**config.mk**
```make
export PLATFORM = sky130hd
export DESIGN_NAME = axiwr_burst_sched_flat
export DESIGN_NICKNAME = d
export VERILOG_FILES = /design/src/rtl/axiwr_burst_sched_if.sv /design/src/rtl/axiwr_burst_sched.sv /design/src/flat_wrapper.sv
export SDC_FILE = /design/constraint.sdc
export NUM_CORES = 1
export LEC_CHECK = 0
export BUFFER_PORTS_ARGS = -buffer_cell sky130_fd_sc_hd__buf_2
export CAP_MARGIN = 20
export CORE_MARGIN = 2
export CORE_UTILIZATION = 40
export DETAILED_ROUTE_END_ITERATION = 8
export PLACE_DENSITY = 0.68
export SYNTH_ARGS = -nofsm -noshare
export SYNTH_HDL_FRONTEND = slang
export SYNTH_SLANG_ARGS = --single-unit
```
**constraint.sdc**
```tcl
create_clock -name I_clk -period 5 [get_ports I_clk]
set_input_delay 0 -clock I_clk [delete_from_list [all_inputs] [get_ports I_clk]]
set_output_delay 0 -clock I_clk [all_outputs]
set_load 0.1 [all_outputs]
```
**src/rtl/axiwr_burst_sched_if.sv**
```systemverilog
// Handshake and bus bundle between the main process, the scheduler and
// the RAM-to-AXI write engine.
interface axiwr_burst_sched_if #(
  parameter int C_M_AXI_ADDR_WIDTH = 32,
  parameter int C_RAM_ADDR_WIDTH   = 10,
  parameter int C_TOTAL_LEN_WIDTH  = 16
);
  logic                          I_ap_start;
  logic                          O_ap_done;
  logic                          O_ap_idle;
  logic                          O_ap_ready;
  logic [C_M_AXI_ADDR_WIDTH-1:0] I_base_addr;
  logic [C_TOTAL_LEN_WIDTH-1:0]  I_total_len;
  logic [C_RAM_ADDR_WIDTH-1:0]   I_ram_base;
  logic                          O_eng_start;
  logic                          I_eng_done;
  logic [C_M_AXI_ADDR_WIDTH-1:0] O_eng_base_addr;
  logic [C_RAM_ADDR_WIDTH-1:0]   O_eng_len;
  logic [C_RAM_ADDR_WIDTH-1:0]   I_eng_raddr;
  logic [C_RAM_ADDR_WIDTH-1:0]   O_ram_raddr;
  logic [C_TOTAL_LEN_WIDTH-1:0]  O_seg_cnt;

  modport slave (
    input  I_ap_start, I_base_addr, I_total_len, I_ram_base,
    input  I_eng_done, I_eng_raddr,
    output O_ap_done, O_ap_idle, O_ap_ready, O_eng_start,
    output O_eng_base_addr, O_eng_len, O_ram_raddr, O_seg_cnt
  );

  modport master (
    output I_ap_start, I_base_addr, I_total_len, I_ram_base,
    output I_eng_done, I_eng_raddr,
    input  O_ap_done, O_ap_idle, O_ap_ready, O_eng_start,
    input  O_eng_base_addr, O_eng_len, O_ram_raddr, O_seg_cnt
  );
endinterface

```
**src/rtl/axiwr_burst_sched.sv**
```systemverilog
// Splits one output-buffer write into engine segments capped by burst
// size and 4 KB boundaries, relocating the engine's RAM read address.
module axiwr_burst_sched #(
  parameter int C_M_AXI_ADDR_WIDTH = 32,
  parameter int C_M_AXI_DATA_WIDTH = 128,
  parameter int C_RAM_ADDR_WIDTH   = 10,
  parameter int C_TOTAL_LEN_WIDTH  = 16,
  parameter int C_MAX_BURST        = 256
) (
  input logic                I_clk,
  input logic                I_rst,
  axiwr_burst_sched_if.slave bus
);
  localparam int AW    = C_M_AXI_ADDR_WIDTH;
  localparam int RW    = C_RAM_ADDR_WIDTH;
  localparam int TW    = C_TOTAL_LEN_WIDTH;
  localparam int BYTES = C_M_AXI_DATA_WIDTH / 8;
  localparam int LB    = $clog2(BYTES);

  typedef enum logic [1:0] {
    S_IDLE, S_CALC, S_RUN, S_DONE
  } state_t;

  state_t        state_q, state_d;
  logic [AW-1:0] addr_q, addr_d;
  logic [AW-1:0] eng_addr_q, eng_addr_d;
  logic [TW-1:0] rem_q, rem_d;
  logic [TW-1:0] seg_cnt_q, seg_cnt_d;
  logic [RW-1:0] rbase_q, rbase_d;
  logic [RW-1:0] eng_len_q, eng_len_d;
  logic          eng_start_q, eng_start_d;
  logic          done_q, done_d;
  logic          idle_q, idle_d;
  logic [12:0]   room;
  logic [TW-1:0] seg;

  // Beats left before the next 4 KB page; never zero for aligned addr.
  always_comb begin
    room = (13'd4096 - {1'b0, addr_q[11:0]}) >> LB;
    seg  = rem_q;
    if (seg > TW'(C_MAX_BURST)) seg = TW'(C_MAX_BURST);
    if (seg > TW'(room))        seg = TW'(room);
  end

  always_comb begin
    state_d    = state_q;
    addr_d     = addr_q;
    eng_addr_d = eng_addr_q;
    rem_d      = rem_q;
    seg_cnt_d  = seg_cnt_q;
    rbase_d    = rbase_q;
    eng_len_d  = eng_len_q;
    unique case (state_q)
      S_IDLE: begin
        if (bus.I_ap_start) begin
          addr_d    = bus.I_base_addr & ~AW'(BYTES - 1);
          rem_d     = bus.I_total_len;
          rbase_d   = bus.I_ram_base;
          seg_cnt_d = '0;
          state_d   = S_CALC;
        end
      end
      S_CALC: begin
        if (!bus.I_ap_start) begin
          state_d = S_IDLE;
        end else if (rem_q == '0) begin
          state_d = S_DONE;
        end else begin
          eng_len_d  = RW'(seg);
          eng_addr_d = addr_q;
          state_d    = S_RUN;
        end
      end
      S_RUN: begin
        if (!bus.I_ap_start) begin
          state_d = S_IDLE;
        end else if (bus.I_eng_done) begin
          addr_d    = addr_q + (AW'(eng_len_q) << LB);
          rem_d     = rem_q - TW'(eng_len_q);
          rbase_d   = rbase_q + eng_len_q;
          seg_cnt_d = seg_cnt_q + TW'(1);
          state_d   = S_CALC;
        end
      end
      S_DONE:  state_d = S_IDLE;
      default: state_d = S_IDLE;
    endcase
    eng_start_d = (state_d == S_RUN);
    done_d      = (state_d == S_DONE);
    idle_d      = (state_d == S_IDLE);
  end

  always_ff @(posedge I_clk) begin
    if (I_rst) begin
      state_q     <= S_IDLE;
      addr_q      <= '0;
      eng_addr_q  <= '0;
      rem_q       <= '0;
      seg_cnt_q   <= '0;
      rbase_q     <= '0;
      eng_len_q   <= '0;
      eng_start_q <= 1'b0;
      done_q      <= 1'b0;
      idle_q      <= 1'b1;
    end else begin
      state_q     <= state_d;
      addr_q      <= addr_d;
      eng_addr_q  <= eng_addr_d;
      rem_q       <= rem_d;
      seg_cnt_q   <= seg_cnt_d;
      rbase_q     <= rbase_d;
      eng_len_q   <= eng_len_d;
      eng_start_q <= eng_start_d;
      done_q      <= done_d;
      idle_q      <= idle_d;
    end
  end

  assign bus.O_eng_start     = eng_start_q;
  assign bus.O_ap_done       = done_q;
  assign bus.O_ap_ready      = done_q;
  assign bus.O_ap_idle       = idle_q;
  assign bus.O_eng_base_addr = eng_addr_q;
  assign bus.O_eng_len       = eng_len_q;
  assign bus.O_seg_cnt       = seg_cnt_q;
  assign bus.O_ram_raddr     = rbase_q + bus.I_eng_raddr;
endmodule
```
**src/flat_wrapper.sv**
```systemverilog
// flat-port wrapper written by rule: the top's interface ports become plain ports
module axiwr_burst_sched_flat 
#(
  parameter int C_M_AXI_ADDR_WIDTH = 32,
  parameter int C_M_AXI_DATA_WIDTH = 128,
  parameter int C_RAM_ADDR_WIDTH   = 10,
  parameter int C_TOTAL_LEN_WIDTH  = 16,
  parameter int C_MAX_BURST        = 256
)
  (I_clk, I_rst, bus_I_ap_start, bus_I_base_addr, bus_I_total_len, bus_I_ram_base, bus_I_eng_done, bus_I_eng_raddr, bus_O_ap_done, bus_O_ap_idle, bus_O_ap_ready, bus_O_eng_start, bus_O_eng_base_addr, bus_O_eng_len, bus_O_ram_raddr, bus_O_seg_cnt);
  axiwr_burst_sched_if #(.C_M_AXI_ADDR_WIDTH(C_M_AXI_ADDR_WIDTH), .C_RAM_ADDR_WIDTH(C_RAM_ADDR_WIDTH), .C_TOTAL_LEN_WIDTH(C_TOTAL_LEN_WIDTH)) bus_i ();
  input logic I_clk;
  input logic I_rst;
  input wire logic [$bits(bus_i.I_ap_start)-1:0] bus_I_ap_start;
  input wire logic [$bits(bus_i.I_base_addr)-1:0] bus_I_base_addr;
  input wire logic [$bits(bus_i.I_total_len)-1:0] bus_I_total_len;
  input wire logic [$bits(bus_i.I_ram_base)-1:0] bus_I_ram_base;
  input wire logic [$bits(bus_i.I_eng_done)-1:0] bus_I_eng_done;
  input wire logic [$bits(bus_i.I_eng_raddr)-1:0] bus_I_eng_raddr;
  output wire logic [$bits(bus_i.O_ap_done)-1:0] bus_O_ap_done;
  output wire logic [$bits(bus_i.O_ap_idle)-1:0] bus_O_ap_idle;
  output wire logic [$bits(bus_i.O_ap_ready)-1:0] bus_O_ap_ready;
  output wire logic [$bits(bus_i.O_eng_start)-1:0] bus_O_eng_start;
  output wire logic [$bits(bus_i.O_eng_base_addr)-1:0] bus_O_eng_base_addr;
  output wire logic [$bits(bus_i.O_eng_len)-1:0] bus_O_eng_len;
  output wire logic [$bits(bus_i.O_ram_raddr)-1:0] bus_O_ram_raddr;
  output wire logic [$bits(bus_i.O_seg_cnt)-1:0] bus_O_seg_cnt;
  assign bus_i.I_ap_start = bus_I_ap_start;
  assign bus_i.I_base_addr = bus_I_base_addr;
  assign bus_i.I_total_len = bus_I_total_len;
  assign bus_i.I_ram_base = bus_I_ram_base;
  assign bus_i.I_eng_done = bus_I_eng_done;
  assign bus_i.I_eng_raddr = bus_I_eng_raddr;
  assign bus_O_ap_done = bus_i.O_ap_done;
  assign bus_O_ap_idle = bus_i.O_ap_idle;
  assign bus_O_ap_ready = bus_i.O_ap_ready;
  assign bus_O_eng_start = bus_i.O_eng_start;
  assign bus_O_eng_base_addr = bus_i.O_eng_base_addr;
  assign bus_O_eng_len = bus_i.O_eng_len;
  assign bus_O_ram_raddr = bus_i.O_ram_raddr;
  assign bus_O_seg_cnt = bus_i.O_seg_cnt;
  axiwr_burst_sched #(.C_M_AXI_ADDR_WIDTH(C_M_AXI_ADDR_WIDTH), .C_M_AXI_DATA_WIDTH(C_M_AXI_DATA_WIDTH), .C_RAM_ADDR_WIDTH(C_RAM_ADDR_WIDTH), .C_TOTAL_LEN_WIDTH(C_TOTAL_LEN_WIDTH), .C_MAX_BURST(C_MAX_BURST)) u_core (.I_clk(I_clk), .I_rst(I_rst), .bus(bus_i));
endmodule
```
# Yosys cells after proc, flatten, opt, wreduce, memory -nomap -nowiden
# Cells that the tools add are included.
word_totals:
  regBits: 121
  inputBits: 72
  out_inout_bits: 72
  word_cells: 57
op_classes:
  n_addsub: 6
  order_cmp: 2
  eq_ne: 8
  n_mux: 24
  bitwise_logic: 1
  reduce_logical: 6
op_table:
  columns: ["operator", "n"]
  rows:
  - ["two-way mux 16 bit", 7]
  - ["two-way mux 32 bit", 3]
  - ["case mux 16 bit (2 select lines)", 2]
  - ["case mux 32 bit (2 select lines)", 1]
  - ["two-way mux 10 bit", 4]
  - ["adder 32 x 14 -> 32 bit", 1]
  - ["adder 10 bit", 2]
  - ["case mux 10 bit (2 select lines)", 1]
  - ["adder 16 x 1 -> 16 bit (second input constant)", 1]
  - ["> comparator 16 x 9 -> 1 bit", 1]
  - ["> comparator 16 x 9 -> 1 bit (second input constant)", 1]
  - ["logical NOT 16 bit", 1]
  - ["subtractor 16 x 10 -> 16 bit", 1]
  - ["subtractor 13 x 12 -> 13 bit (first input constant)", 1]
  - ["equality test 2 bit (second input constant)", 4]
  - ["two-way mux 2 bit", 4]
  - ["case mux 2 bit (4 select lines)", 1]
  - ["!= test 2 bit (second input constant)", 3]
  - ["logical NOT 2 bit", 2]
  - ["AND reduction 4 bit", 1]
  - ["AND reduction 3 bit", 1]
  - ["equality test 2 x 1 -> 1 bit (second input constant)", 1]
  - ["nonzero test 2 bit", 1]
  - ["two-way mux 1 bit", 1]
  - ["inverter 1 bit", 1]

# Logic depth before layout (Yosys ltp)
logic_depth:
  word_depth: 5
  ltp_mapped: 14
  mapped_depth_nobuf: 13

# Least setup slack after synthesis
# OpenSTA, ideal clock, no wires.
synth_path:
  kind: "reg2reg"
  from: "register u_core.eng_len_q[1] (netlist: u_core.bus.O_eng_len[1])"
  to: "register u_core.rem_q[13]"
  setup_time_ps: 74
  arrival_ps: 3073
  required_ps: 4926
  setup_slack_ps: 1853
  stages_incl_launch_ff: 10
  n_path_buf: 0
  period_less_slack_ps: 3147
  cell_sequence: "dfxtp_1 -> inv_1 -> ha_1 -> nor2b_1 -> o31a_1 -> o21ba_2 -> a2111oi_4 -> nand2_2 -> or3_1 -> a31oi_1"
synth_between:
  elab_chain_cells: 4
synth_lines:
  columns: ["element", "line", "source"]
  rows:
  - ["start: declaration", "axiwr_burst_sched.sv:30", "logic [RW-1:0] eng_len_q, eng_len_d;"]
  - ["start signal: assignment", "axiwr_burst_sched.sv:112", "eng_len_q <= eng_len_d;"]
  - ["subtractor 16 x 10 -> 16 bit", "axiwr_burst_sched.sv:79", "rem_d = rem_q - TW'(eng_len_q);"]
  - ["two-way mux 16 bit", "axiwr_burst_sched.sv:77", "end else if (bus.I_eng_done) begin"]
  - ["two-way mux 16 bit", "axiwr_burst_sched.sv:75", "if (!bus.I_ap_start) begin"]
  - ["case mux 16 bit (2 select lines)", "axiwr_burst_sched.sv:53", "unique case (state_q)"]
  - ["end signal: assignment", "axiwr_burst_sched.sv:109", "rem_q <= rem_d;"]
  - ["end: declaration", "axiwr_burst_sched.sv:27", "logic [TW-1:0] rem_q, rem_d;"]
# No other way between the ends. The select of a mux whose other input is x is not followed.
# A chain may end at the register's enable or synchronous reset.

# Worst setup path after layout
layout_path:
  from: "register u_core.rem_q[0]"
  to: "register u_core.eng_len_q[1] (netlist: u_core.bus.O_eng_len[1])"
layout_between:
  elab_chain_cells: 4
  word_cells_on_any_way: 7
  classes_between: "2 x order compare; 2 x mux; 1 x bitwise; 2 x reduce/logical"
layout_lines:
  columns: ["element", "line", "source"]
  rows:
  - ["> comparator 16 x 9 -> 1 bit", "axiwr_burst_sched.sv:41", "if (seg > TW'(C_MAX_BURST)) seg = TW'(C_MAX_BURST);"]
  - ["two-way mux 16 bit", "axiwr_burst_sched.sv:41", null]
  - ["> comparator 16 x 9 -> 1 bit", "axiwr_burst_sched.sv:42", "if (seg > TW'(room)) seg = TW'(room);"]
  - ["two-way mux 10 bit", "axiwr_burst_sched.sv:42", null]
# Parallel ways exist; a longest one is shown, timed or not.

==> parameters.txt <==
Parameter                              Value

Timing
  Final Max Slew Viols    0
  Post-layout min period    3.65 ns
  Setup repair after global routing missed its margin    no
  Number of failing setup endpoints in the final timing report    0
  Count of final hold-check violations    1
  Post-route clock skew    0.00774 ns
  Fin crit share    73.1%
  Least-Margin Pin Slew    0.866 ns
  Worst setup slack after layout    1.35 ns
  Final setup TNS    0 ns
  Maximum clock rate    274 MHz
  Headroom to the max-slew limit    42.1%
  Worst hold-check slack    -0.00130 ns

Finish
  Leading cell types in the layout, fill and taps excluded    nand2_1 (155), buf_2 (135), dfxtp_1 (113)
  Final std cells w/o fill    1319
  Most common cell after layout, fill and taps aside    nand2_1
  Antenna cell count    0
  Area added between synthesis and finish    27.1%
  Final Util    52.0%
  Proportion of layout cells with a drive suffix above 1    17.6%
  Fin nets    1207
  Post-route design area    0.00896 mm^2

Placed design
  Post-placement setup slack    1.32 ns
  Routability congestion estimate from global placement    0.844
  Area of placed instances    0.00786 mm^2
  DP Cell Count    1234
  Number of buffers added on ports    135
  Placed wire-length estimate    14.6 mm

Clock network
  Number of buffers added for setup after CTS    0
  CTS tree    done
  Quantity of gates resized following cts    0
  Clock sinks    113
  CTS Buffer Depth    2
  TritonCTS Buffers    17
  Clock root buffer    clkbuf_16
  Depth of the CTS H-tree    4
  Worst-path clk slew    0.06 ns
  Clk Latency, worst-skew pair    0.41 ns

GRT
  Number of global-route vias before repair    6780
  Antenna violations before repair    0
  Overall overflow remaining after global route    0
  First-pass GRT wire length    33.6 mm
  Largest net degree at the start of global routing    76
  Global Route Usage Sum    22.7%

Power
  Overall power of the completed layout    2.94 mW
  Fraction of power consumed by combinational cells    26.7%
  Fraction of power spent switching nets    35.0%
  Reg power frac    34.2%
  Switching power of the nets    1.03 mW
  Leak pwr    3.79 nW
  Power density over cell area    328 mW/mm^2
  Cell-internal power    1.91 mW
  Clk pwr share    39.1%
  Peak VDD IR    0.233 mV

Setup path
  Worst Path Required    5.25 ns
  Data arrival time at the worst-slack endpoint    3.91 ns
  Kind of start point of the critical path    flip-flop
  Maximum fanout along the worst path    8
  CP Class    flip-flop to flip-flop
  Critical Path End Type    flip-flop

Drt
  Ratio of routed vias to standard cells    5.51
  Total length of routed wires    20.9 mm
  Total iterations of the first detailed-routing run    5
  Routed length per instance    15.8 um
  Remaining routing DRC violations    0
  Count of nets left with antenna violations after detail routing    0
  Count of routing violations after the opening detailed-route iteration    432
  Vias    7262

Yosys
  Post-synth top area share    32.1%
  Count of distinct cell types in the synthesized netlist    72
  Share of flip-flops with an asynchronous set or reset    0%
  Post-synth EDFFs    0
  Leading cell types by total area after synthesis    dfxtp_1 (32%), ha_1 (8.9%), nand2_1 (8.3%)
  Post-synthesis compound-gate area fraction    24.3%
  Yosys synthesis warning count    0
  Sequential share of the synthesized area    32.1%
  Combinational family with the most area after synthesis    compound AO/OA/AOI/OAI gates
  Yosys top cell by area    dfxtp_1
  Total of flip-flops plus latches after synthesis    113
  Adder-cell share of the synthesized area    10.0%
  Top flip-flop cell by instance count after synthesis    dfxtp_1
  Synthesized area divided by synthesized cell count    7.73 um^2
  Xor-xnor portion of the synthesized cell area    5.34%
  Mapped cell area    0.00705 mm^2
  Synth Instances    912
  Share of synthesized area spent on multiplexers    0.444%
  Share of synthesized cell area in and, or, nand and nor gates    22.7%

Floorplanning
  Die Outline Area    0.0187 mm^2
  Placeable core region    0.0172 mm^2
  Height of the die    137 um
  X dimension of the die    137 um
  Ports    144
  Number of rows created at floorplan    48
  Effective utilization at floorplan    40.9%

Run status
  Result of the run    finished, violations left
  Violations in the final reports    hold timing

Job
  Max Cap Violations    0

Worst hold path
  Path type of the worst min-delay path    input port to flip-flop
[timing repair]
action / in CTS / in global routing
hold buffers: 52 / 0
setup endpoints to repair: 0 / 0
endpoints found under the hold margin: 55 / 0
[area by class of cell]
cell class | instances | area [um^2]
Clock buffer | 20 | 457
Clock inverter | 12 | 111
Fill cell | 1677 | 8270
Inverter | 35 | 131
Multi-Input combinational cell | 718 | 4450
Sequential cell | 113 | 2260
Tap cell | 225 | 282
Timing Repair Buffer | 196 | 1270
[cells in the mapped netlist (3+ instances only)]
cell type,number
o31a_1,5
xor2_1,22
o31ai_1,7
dfxtp_1,113
a22oi_1,3
fa_1,4
nand4_1,8
a211oi_1,17
nand2_1,155
buf_4,6
xnor2_1,21
a31oi_1,17
a221oi_1,10
nand2b_1,7
a21o_1,6
nor4_1,8
a21oi_1,81
nand3_1,31
o21bai_1,5
a311oi_1,6
o211ai_1,5
nor2b_1,15
buf_1,4
or2_2,3
a32o_1,6
o21ai_0,50
ha_1,50
or3_1,7
and3_1,6
nor2_1,68
inv_1,35
o21a_1,12
and2_1,3
a2111oi_0,3
clkbuf_1,34
nor3_1,32
[power groups by stage]
stage               logic [mW]  clock network [mW]  registers (mW)
detailed placement       0.748                   0            1.02
finish                   0.785                1.15            1.01
floorplan                0.545                   0            1.07
global route             0.855                1.21            1.01
global placement         0.739                   0            1.02
CTS                      0.785                1.17            1.00
[cell families after synthesis]
kind of cell | after synthesis
compound gates | 260
buf+inv | 84
other cells | 1
simple gates | 354
fa+ha+maj | 54
xor+xnor | 43
flops | 113
mux | 3
[worst max-delay path, cell delays in order (launching register included)]
cell      delay [ns]
dfxtp_1         0.33
nor4_1          0.47
nand2_1         0.16
a21oi_1         0.51
nand2_1         0.14
inv_1           0.08
ha_1            0.23
nor2b_1         0.13
o31ai_1         0.21
a211oi_1        0.12
o31a_1          0.28
o21ai_0         0.30
and2_1          0.37
a221oi_1        0.14
[registers in the layout, indices dropped and copies added, names as in the netlist]
register,cells
u_core.addr_q,28
u_core.bus.O_eng_base_addr,28
u_core.bus.O_seg_cnt,16
u_core.rem_q,16
u_core.bus.O_eng_len,10
u_core.rbase_q,10
u_core.state_q,2
u_core.bus.O_ap_done,1
u_core.bus.O_ap_idle,1
u_core.bus.O_eng_start,1
[routing by layer]
| layer | share of wire (%) | GRT usage, % | vias to the layer above |
|---|---|---|---|
| li1 | - | - | 3602 |
| met5 | 0 | 0 | - |
| met1 | 45 | 29.2 | 3428 |
| met4 | 1.7 | 6.19 | 0 |
| met2 | 48 | 38.7 | 206 |
| met3 | 5.0 | 4.30 | 26 |
[final timing paths]
kind	startpoint	endpoint	slack, ns	cells after the start
worst min register to register	u_core.bus.O_eng_base_addr[29]	u_core.bus.O_eng_base_addr[29]	0.45	2
worst max-delay path	u_core.rem_q[0]	u_core.bus.O_eng_len[1]	1.35	13
worst max register to register	u_core.rem_q[0]	u_core.bus.O_eng_len[1]	1.35	13
worst min-delay path	bus_I_total_len[3]	u_core.rem_q[3]	-0.001	5
(Power assumes the default switching activity.)
